$ cat config.mk
export PLATFORM = sky130hd
export DESIGN_NAME = vga_tta_core
export DESIGN_NICKNAME = d
export VERILOG_FILES = /design/src/rtl/vga_tta_core.sv
export SDC_FILE = /design/constraint.sdc
export NUM_CORES = 1
export LEC_CHECK = 0
export BUFFER_PORTS_ARGS = -buffer_cell sky130_fd_sc_hd__buf_2
export CAP_MARGIN = 20
export CORE_MARGIN = 2
export CORE_UTILIZATION = 30
export CTS_BUF_LIST = sky130_fd_sc_hd__clkbuf_2
export DETAILED_ROUTE_END_ITERATION = 16
export PLACE_DENSITY = 0.53
export SKIP_CTS_REPAIR_TIMING = 1
export SYNTH_ARGS = -nofsm -noshare
export SYNTH_HDL_FRONTEND = slang
export SYNTH_SLANG_ARGS = --single-unit
$ cat constraint.sdc
create_clock -name clock_i -period 6.25 [get_ports clock_i]
set_clock_uncertainty 0.15 [all_clocks]
set_input_delay 0.625 -clock clock_i [delete_from_list [all_inputs] [get_ports clock_i]]
set_output_delay 0.625 -clock clock_i [all_outputs]
set_load 0.01 [all_outputs]
$ cat src/rtl/vga_tta_core.sv
// vga_tta_core: small transport-triggered controller for VGA timing/pixel
// sequencing. One instruction per cycle from an external instruction memory,
// a 16-entry register file, a single ALU result register, an MDR for the
// last memory read, and a blocking single-outstanding memory port.
module vga_tta_core (
    input  logic        clock_i,
    input  logic        reset_ni,
    output logic [15:0] pc_o,
    input  logic        hit_i,
    input  logic [31:0] instr_i,
    output logic        newline_o,
    output logic        newpage_o,
    output logic        m_read_o,
    output logic        m_write_o,
    input  logic        m_ready_i,
    output logic [3:0]  m_addr_o,
    input  logic [15:0] m_data_i,
    output logic [15:0] m_data_o
);

    typedef enum logic [1:0] {
        MS_IDLE  = 2'd0,
        MS_READ  = 2'd1,
        MS_WRITE = 2'd2
    } mem_state_e;

    mem_state_e  r_state;
    mem_state_e  w_state_next;

    logic [15:0] r_pc;
    logic [15:0] r_alu;
    logic [15:0] r_mdr;
    logic        r_newline;
    logic        r_newpage;
    logic [3:0]  r_maddr;
    logic [15:0] r_mdata;
    logic [15:0] r_rf [16];

    logic [8:0]  w_imm_f;
    logic [3:0]  w_rs;
    logic [3:0]  w_rd;
    logic [1:0]  w_wsrc;
    logic [2:0]  w_com_sel;
    logic        w_mem;
    logic [1:0]  w_ctl;
    logic [1:0]  w_bsel;
    logic [2:0]  w_aop;
    logic [1:0]  w_asel;

    logic [15:0] w_imm;
    logic [15:0] w_rs_val;
    logic [15:0] w_com;
    logic [15:0] w_alu_a;
    logic [15:0] w_alu_b;
    logic [15:0] w_alu_res;
    logic [15:0] w_rf_wdata;
    logic        w_exec;

    // Instruction field decode
    always_comb begin
        w_imm_f   = instr_i[31:23];
        w_rs      = instr_i[22:19];
        w_rd      = instr_i[18:15];
        w_wsrc    = instr_i[14:13];
        w_com_sel = instr_i[12:10];
        w_mem     = instr_i[9];
        w_ctl     = instr_i[8:7];
        w_bsel    = instr_i[6:5];
        w_aop     = instr_i[4:2];
        w_asel    = instr_i[1:0];
        w_imm     = {7'd0, w_imm_f};
        w_rs_val  = r_rf[w_rs];
    end

    // An instruction only takes effect when it is valid and no access is outstanding
    always_comb begin
        w_exec = hit_i && (r_state == MS_IDLE);
    end

    // COM bus source select
    always_comb begin
        w_com = '0;
        case (w_com_sel)
            3'b000:  w_com = w_rs_val;
            3'b001:  w_com = w_imm;
            3'b010:  w_com = r_alu;
            3'b011:  w_com = r_mdr;
            3'b100:  w_com = r_pc;
            default: w_com = '0;
        endcase
    end

    // ALU operand selection and operation
    always_comb begin
        w_alu_a = '0;
        case (w_asel)
            2'b01:   w_alu_a = w_rs_val;
            2'b10:   w_alu_a = w_com;
            2'b11:   w_alu_a = w_imm;
            default: w_alu_a = '0;
        endcase

        w_alu_b = '0;
        case (w_bsel)
            2'b00:   w_alu_b = w_com;
            2'b01:   w_alu_b = w_imm;
            2'b10:   w_alu_b = w_rs_val;
            default: w_alu_b = 16'd1;
        endcase

        w_alu_res = '0;
        case (w_aop)
            3'b000:  w_alu_res = w_alu_a & w_alu_b;
            3'b001:  w_alu_res = w_alu_a | w_alu_b;
            3'b010:  w_alu_res = w_alu_a ^ w_alu_b;
            3'b011:  w_alu_res = w_alu_a + w_alu_b;
            3'b100:  w_alu_res = w_alu_a - w_alu_b;
            3'b101:  w_alu_res = w_alu_a >> 1;
            3'b110:  w_alu_res = w_alu_a + 16'd1;
            default: w_alu_res = w_alu_a;
        endcase
    end

    // Register-file write data select (ALU source is the value before this cycle's update)
    always_comb begin
        w_rf_wdata = '0;
        case (w_wsrc)
            2'b01:   w_rf_wdata = r_alu;
            2'b10:   w_rf_wdata = w_com;
            2'b11:   w_rf_wdata = w_imm;
            default: w_rf_wdata = '0;
        endcase
    end

    // Memory handshake next-state: launch on an executing mem instruction, retire on ready
    always_comb begin
        w_state_next = r_state;
        case (r_state)
            MS_IDLE: begin
                if (w_exec && w_mem) begin
                    w_state_next = w_imm_f[8] ? MS_WRITE : MS_READ;
                end
            end
            MS_READ, MS_WRITE: begin
                if (m_ready_i) begin
                    w_state_next = MS_IDLE;
                end
            end
            default: w_state_next = MS_IDLE;
        endcase
    end

    // Memory handshake state register; reset drops any outstanding request at once
    always_ff @(posedge clock_i or negedge reset_ni) begin
        if (!reset_ni) begin
            r_state <= MS_IDLE;
        end else begin
            r_state <= w_state_next;
        end
    end

    // Program counter, ALU result, MDR, display pulses and memory address/data
    always_ff @(posedge clock_i or negedge reset_ni) begin
        if (!reset_ni) begin
            r_pc      <= 16'h0001;
            r_alu     <= '0;
            r_mdr     <= '0;
            r_newline <= 1'b0;
            r_newpage <= 1'b0;
            r_maddr   <= '0;
            r_mdata   <= '0;
        end else begin
            r_newline <= w_exec && (w_ctl == 2'b01);
            r_newpage <= w_exec && (w_ctl == 2'b10);
            if (w_exec) begin
                if (w_ctl == 2'b11) begin
                    r_pc <= w_imm;
                end else begin
                    r_pc <= r_pc + 16'd1;
                end
                if (w_asel != 2'b00) begin
                    r_alu <= w_alu_res;
                end
                if (w_mem) begin
                    r_maddr <= w_imm_f[3:0];
                    r_mdata <= w_com;
                end
            end
            if ((r_state == MS_READ) && m_ready_i) begin
                r_mdr <= m_data_i;
            end
        end
    end

    // Register file write port; contents survive reset, but no writes land while it is held
    always_ff @(posedge clock_i) begin
        if (reset_ni && w_exec && (w_wsrc != 2'b00)) begin
            r_rf[w_rd] <= w_rf_wdata;
        end
    end

    // Output drive
    always_comb begin
        pc_o      = r_pc;
        newline_o = r_newline;
        newpage_o = r_newpage;
        m_read_o  = (r_state == MS_READ);
        m_write_o = (r_state == MS_WRITE);
        m_addr_o  = r_maddr;
        m_data_o  = r_mdata;
    end

endmodule

==> impl_metrics.env, run 1 <==
export IMPL_final_net_count=1666
export IMPL_ys_ff_latch=328
export IMPL_dr_first_iter_drc_count=972
export IMPL_synth_edf_count=256
export IMPL_drv_slew=0
export IMPL_io_pins=92
export IMPL_m1WireLength_um=22500
export IMPL_wl_um=52400
export IMPL_synth_warnings=0
export IMPL_die_w_um=243
export IMPL_ant_nets=0
export IMPL_wl_met2_um=24400
export IMPL_crit_path_end_kind="flip-flop"
export IMPL_p_leak_nw=7.70
export IMPL_cts_buffers=84
export IMPL_synth_distinct_cells=91
export IMPL_criticalPathCategory="reg2reg"
export IMPL_hold_path_startpoint="instr_i[9]"
export IMPL_yosys_area_top_type="edfxtp_1"
export IMPL_powerDensity_nw_per_um2=290
export IMPL_period_share_pct=86.6
export IMPL_grt_max_degree=49
export IMPL_drc=0
export IMPL_status="finished, final reports clean"
export IMPL_fin_ws_ns=0.836
export IMPL_htreeDepth=3
export IMPL_cp_startpoint="r_rf[14][1]$_DFFE_PP_"
export IMPL_cp_max_fo=7
export IMPL_synth_top_area_share_pct=44.8
export IMPL_dp_final_hpwl_um=36000
export IMPL_period_needed_ns=5.41
export IMPL_cts_tree="done"
export IMPL_drt_first_pass_iters=6
export IMPL_port_buffers=91
export IMPL_fillerInstances=5590
export IMPL_synthFlopType="edfxtp_1"
export IMPL_drive_gt1_share_pct=26.5
export IMPL_area_growth_pct=15.9
export IMPL_vias=12600
export IMPL_reg2reg_from="r_rf[14][1]$_DFFE_PP_"
export IMPL_grt_pass1_wl_um=77200
export IMPL_root_buffer="clkbuf_2"
export IMPL_worst_pin_slew_ns=0.979
export IMPL_cap_violations=0
export IMPL_syn_inst=1356
export IMPL_antenna_found_initial=3
export IMPL_cts_path_max_buffers=3
export IMPL_start_kind="flip-flop"
export IMPL_core_rowCount=87
export IMPL_grt_pass1_vias=12200
export IMPL_grt_use_total_pct=17.4
export IMPL_clock_latency_ns=1.06
export IMPL_clock_sinks=328
export IMPL_vias_per_cell=5.28
export IMPL_detailedPlace_worstSlack_ns=0.285
export IMPL_top_layer="met4"
export IMPL_syn_area_per_cell_um2=12.7
export IMPL_core_area_um2=56500
export IMPL_ir_drop_uv=147
export IMPL_max_freq_mhz=185
export IMPL_finish_instance_area_um2=19900
export IMPL_ys_async_sr_fraction_pct=22.0
export IMPL_rsz0062_at_grt="no"
export IMPL_path_clk_slew_ns=0.11
export IMPL_synthesis_nets=1460
export IMPL_yosysSeqAreaShare_pct=55.3
export IMPL_crit_arrival_ns=6.22
export IMPL_dieArea_um2=59200
export IMPL_critPathRequiredTime_ns=7.05
export IMPL_die_height_um=243
export IMPL_grt_overflow=0
export IMPL_initial_core_util_pct=30.4
export IMPL_relSlewSlack_pct=34.6
export IMPL_hp_class="in2reg"
export IMPL_place_area_um2=18700
export IMPL_synth_area_top_cells="edfxtp_1 (45%), dfrtp_1 (10%), mux4_2 (7.3%), ha_1 (3.7%), mux2i_1 (2.8%)"
export IMPL_met3_length_um=3860
export IMPL_place_congestion=0.941
export IMPL_setup_tns_ns=0
export IMPL_final_hold_viol_count=0
export IMPL_syn_area_um2=17200
export IMPL_setup_violations=0
export IMPL_wl_per_cell_um=22.0
layout by cell type, fill, tap and decap left out, types with 7 or more instances in the layout:
master / n
nand2_1: 114
o211ai_1: 9
edfxtp_1: 256
mux4_1: 8
a22oi_1: 10
a221oi_1: 9
mux2_2: 32
nor2_2: 13
nor2_1: 84
nand3_1: 25
o22ai_1: 24
mux4_2: 56
a21oi_1: 60
inv_1: 68
buf_2: 88
a211oi_1: 12
o21ai_1: 7
a21boi_0: 10
nor2b_1: 11
a21o_1: 11
dlygate4sd3_1: 42
o31ai_1: 8
clkbuf_2: 115
nand2b_1: 10
mux2i_1: 48
dfrtp_1: 71
a22o_1: 19
clkinv_1: 17
buf_4: 64
o221ai_1: 7
ha_1: 51
o21ai_0: 92
nor3_1: 19
worst paths after layout:
kind | slack [ns] | cells past startpoint | to
max in group asynchronous | 4.77 | 4 | r_mdr[14]$_DFFE_PN0P_
setup reg to reg | 0.84 | 23 | r_alu[15]$_DFFE_PN0P_
setup / recovery | 0.84 | 23 | r_alu[15]$_DFFE_PN0P_
hold / removal | 0.08 | 4 | m_data_o[3]$_DFFE_PN0P_
min in group asynchronous | 0.53 | 4 | pc_o[2]$_DFFE_PN0P_
hold reg to reg | 0.34 | 2 | m_addr_o[0]$_DFFE_PN0P_
stage by stage:
| step | power, mW | std cells | hold WS (ns) | utilization [%] |
|---|---|---|---|---|
| floorplan | 3.73 | 1356 | 0.179 | - |
| global placement | 4.28 | 2188 | 0.314 | 33.1 |
| detailed placement | 4.30 | 2189 | 0.326 | 33.1 |
| CTS | 5.77 | 2333 | -0.768 | 34.4 |
| global route | 6.09 | 2380 | 0.0162 | 35.2 |
| finish | 5.76 | 2380 | 0.0782 | 35.2 |
flip-flops by register name, indices dropped and copies added, names as in the netlist:
name	cells
m_addr_o	4
m_data_o	16
newline_o	1
newpage_o	1
pc_o	16
r_alu	16
r_mdr	16
r_rf	256
r_state	2
where the power goes:
| part | total (mW) | switching, mW | internal, mW |
|---|---|---|---|
| Combinational | 1.48 | 0.884 | 0.599 |
| Sequential | 2.84 | 0.195 | 2.64 |
| Clock | 1.44 | 0.896 | 0.547 |
| Total | 5.76 | 1.97 | 3.79 |
Yosys cell counts, drive strengths merged (5+ instances only):
master   count
and3         6
ha          51
buf         25
a22o        20
xnor2        5
nand2b      10
a22oi       14
a221oi       9
mux2        34
o31ai        9
dfrtp       71
edfxtp     256
a31oi        6
a21oi       64
or4bb        6
a2bb2oi      5
and2         5
a21boi      11
o22ai       25
nor3b        7
a21o        11
nor2b       11
nand3       26
o221ai       8
mux2i       48
clkbuf      52
inv         70
o211ai       9
or2          6
o21ai      100
mux4        64
a211oi      15
nor3        23
nor2        97
nand2      114
critical path, stage by stage (launching register included):
cell and delay, ns:
edfxtp_1 0.39, mux4_2 0.48, mux2i_1 0.18, mux2i_1 0.25
a2bb2oi_2 0.34, ha_1 0.25, nand2_1 0.15, or2_4 0.30
nor2_1 0.12, nor3_1 0.07, a21oi_1 0.17, o22ai_1 0.11
ha_1 0.40, a21o_1 0.18, nand2_1 0.08, nand2b_1 0.06
a21o_1 0.20, a2111oi_0 0.33, buf_4 0.19, o31ai_1 0.08
a2111oi_0 0.40, nor3_1 0.13, nor3_1 0.22, nor3b_2 0.07
layer usage:
metal / global-route usage [%] / vias to the layer above
met5: 0 / -
met4: 6.23 / 0
met3: 4.05 / 112
met2: 28.1 / 545
met1: 23.0 / 6235
li1: - / 5668
cells by family after synthesis:
group,count (synthesis),synth area share (%)
multiplexers,146,13.6
AND/OR/NAND/NOR,339,9.72
flip-flops,328,55.3
XOR/XNOR,6,0.306
buffers and inverters,147,3.90
AO/OA/AOI/OAI,338,13.4
adder cells (fa/ha/maj),52,3.83
final cells by class:
cell class | count | area, um2 | area share, %
diodes | 4 | 10.0 | 0.0503
clock buffers | 115 | 576 | 2.89
clock inverters | 29 | 161 | 0.811
inverters | 70 | 263 | 1.32
multi-input cells | 881 | 7070 | 35.5
flip-flops and latches | 328 | 9490 | 47.7
well taps | 756 | 946 | 4.75
repair buffers | 197 | 1390 | 7.00
Note: power is estimated with default switching activity, not from simulation.
==> run 2: changes to the inputs <==
Settings changed: PLACE_DENSITY 0.53 to 0.55.
Clock period 6.25 ns to 4.5 ns, I/O delays scaled along.
==> impl_metrics.env, run 2 (same netlist as run 1, synthesis figures left out) <==
export IMPL_p_leak_nw=8.91
export IMPL_critPathRequiredTime_ns=5.34
export IMPL_rsz0062_at_grt="yes"
export IMPL_initial_core_util_pct=30.4
export IMPL_final_hold_viol_count=0
export IMPL_max_freq_mhz=211
export IMPL_cts_buffers=85
export IMPL_core_rowCount=87
export IMPL_powerDensity_nw_per_um2=388
export IMPL_worst_path_largest_cell_delay_ns=0.50
export IMPL_reg2reg_depth=18
export IMPL_die_height_um=243
export IMPL_wl_um=54900
export IMPL_drc=0
export IMPL_cp_max_fo=4
export IMPL_total_power_mw=8.55
export IMPL_dieArea_um2=59200
export IMPL_path_clk_slew_ns=0.12
export IMPL_crit_family="compound AO/OA/AOI/OAI gates"
export IMPL_place_congestion=0.910
export IMPL_status="finished, violations left"
export IMPL_slowest_stage="or4_4"
export IMPL_largest_reg_flops=256
export IMPL_holdPathStages=4
export IMPL_io_pins=92
export IMPL_final_common_cell="buf_4"
export IMPL_relSlewSlack_pct=29.9
export IMPL_internal_power_mw=5.65
export IMPL_start_kind="flip-flop"
export IMPL_drive_gt1_share_pct=36.4
export IMPL_crit_arrival_ns=5.59
export IMPL_grt_pass1_wl_um=81200
export IMPL_cts_tree="done"
export IMPL_final_net_count=1902
export IMPL_core_area_um2=56500
export IMPL_ir_drop_uv=217
export IMPL_crit_path_end_kind="flip-flop"
export IMPL_fin_ws_ns=-0.247
export IMPL_cp_depth=18
export IMPL_area_growth_pct=28.4
export IMPL_clock_sinks=328
export IMPL_vias=13300
export IMPL_criticalPathCategory="reg2reg"
export IMPL_detailedPlace_worstSlack_ns=-0.820
export IMPL_switching_power_mw=2.90
export IMPL_fillerInstances=5380
export IMPL_cts_path_max_buffers=3
export IMPL_port_buffers=91
export IMPL_grt_use_total_pct=18.2
export IMPL_drt_first_pass_iters=5
export IMPL_worst_pin_slew_ns=1.05
export IMPL_p_sw_share_pct=34.0
export IMPL_ant_nets=0
export IMPL_path_buf_inv=0
export IMPL_dr_first_iter_drc_count=1016
export IMPL_period_needed_ns=4.75
export IMPL_cap_violations=0
export IMPL_vias_per_cell=5.07
export IMPL_regMostFlops="r_rf"
export IMPL_drv_slew=0
export IMPL_grt_overflow=0
export IMPL_power_frac_comb_pct=30.0
export IMPL_final_cell_mix="buf_4 (273), edfxtp_1 (256), clkbuf_2 (121)"
export IMPL_dp_final_hpwl_um=38800
export IMPL_grt_max_degree=52
export IMPL_pwr_share_clk_pct=24.7
export IMPL_grt_pass1_vias=13100
export IMPL_wl_per_cell_um=21.0
export IMPL_setup_violations=4
export IMPL_period_share_pct=105
export IMPL_cp_cell_sequence="mux4_2 -> a22oi_2 -> nand2_2 -> o22ai_4 -> ha_2 -> nand2_2 -> or2_4 -> or4_4 -> mux2i_1 -> o22ai_1 -> ha_1 -> a21o_1 -> a2111oi_4 -> o31ai_4 -> a2111oi_4 -> nor3_2 -> nor3_2 -> nor3b_2"
export IMPL_power_frac_seq_pct=45.3
export IMPL_clock_latency_ns=1.09
export IMPL_violations="setup timing"
export IMPL_htreeDepth=3
export IMPL_hp_class="in2reg"
export IMPL_die_w_um=243
export IMPL_antenna_found_initial=3
export IMPL_root_buffer="clkbuf_2"
==> run 2: changes by cell type in the layout (fill, tap and decap cells not counted), moves of 4 or more <==
cell,change
a21oi_1,-5
buf_12,+4
buf_4,+209
clkbuf_2,+6
clkinv_2,-5
dlygate4sd3_1,+22
o21ai_0,-4
o21ai_2,+4
==> run 2: final cells by class <==
type / instances / area, um2 / area share [%]
sequential: 328 / 9490 / 43.0
multi-input combinational: 881 / 7300 / 33.1
clock buffer: 121 / 606 / 2.75
clock inverter: 29 / 180 / 0.817
timing repair buffer: 432 / 3260 / 14.8
inverter: 70 / 263 / 1.19
tap: 756 / 946 / 4.29
antenna: 3 / 7.51 / 0.0340
==> run 2: worst min-delay path: stages <==
cell and delay (ns):
buf_2 0.08, nand2_1 0.40, nand2_1 0.19, o21ai_0 0.06
==> run 2: per-layer routing <==
metal  global-route usage (%)  part of all wire, %  wire, um
met4                     5.81                  2.7      1470
met3                     4.29                  6.7      3700
met5                        0                    0         0
met2                     29.3                   47     25600
met1                     24.1                   44     24100
==> run 2: per-stage QoR <==
| step | hold WS (ns) | cell area (um2) | TNS [ns] | utilization [%] | instances |
|---|---|---|---|---|---|
| 3_3_place_gp | 0.204 | 20400 | -4.88 | 36.0 | 2396 |
| 5_1_grt | 0.0124 | 22100 | -2.00 | 39.0 | 2619 |
| 2_1_floorplan | 0.00441 | 17200 | -1.20 | - | 1356 |
| 3_5_place_dp | 0.217 | 20400 | -5.02 | 36.0 | 2396 |
| 6_report | 0.0572 | 22100 | -0.773 | 39.0 | 2620 |
| 4_1_cts | -0.935 | 21100 | -2.20 | 37.4 | 2546 |
==> run 2: path summary, 6_finish.rpt <==
| kind | slack (ns) | from | to |
|---|---|---|---|
| setup reg to reg | -0.25 | r_rf[7][0]$_DFFE_PP_ | r_alu[15]$_DFFE_PN0P_ |
| min in group asynchronous | 0.35 | reset_ni | m_addr_o[1]$_DFFE_PN0P_ |
| max in group asynchronous | 3.12 | reset_ni | r_alu[14]$_DFFE_PN0P_ |
| hold / removal | 0.06 | instr_i[9] | m_data_o[15]$_DFFE_PN0P_ |
| hold reg to reg | 0.34 | m_data_o[0]$_DFFE_PN0P_ | m_data_o[0]$_DFFE_PN0P_ |
| setup / recovery | -0.25 | r_rf[7][0]$_DFFE_PP_ | r_alu[15]$_DFFE_PN0P_ |
==> run 2: power groups by stage <==
stage               Combinational [mW]  Sequential (mW)  Clock [mW]
floorplan                         1.25             3.95           0
CTS                               2.39             3.87        2.17
finish                            2.57             3.87        2.11
global route                      2.79             3.91        2.33
detailed placement                2.37             3.94           0
global placement                  2.34             3.93           0
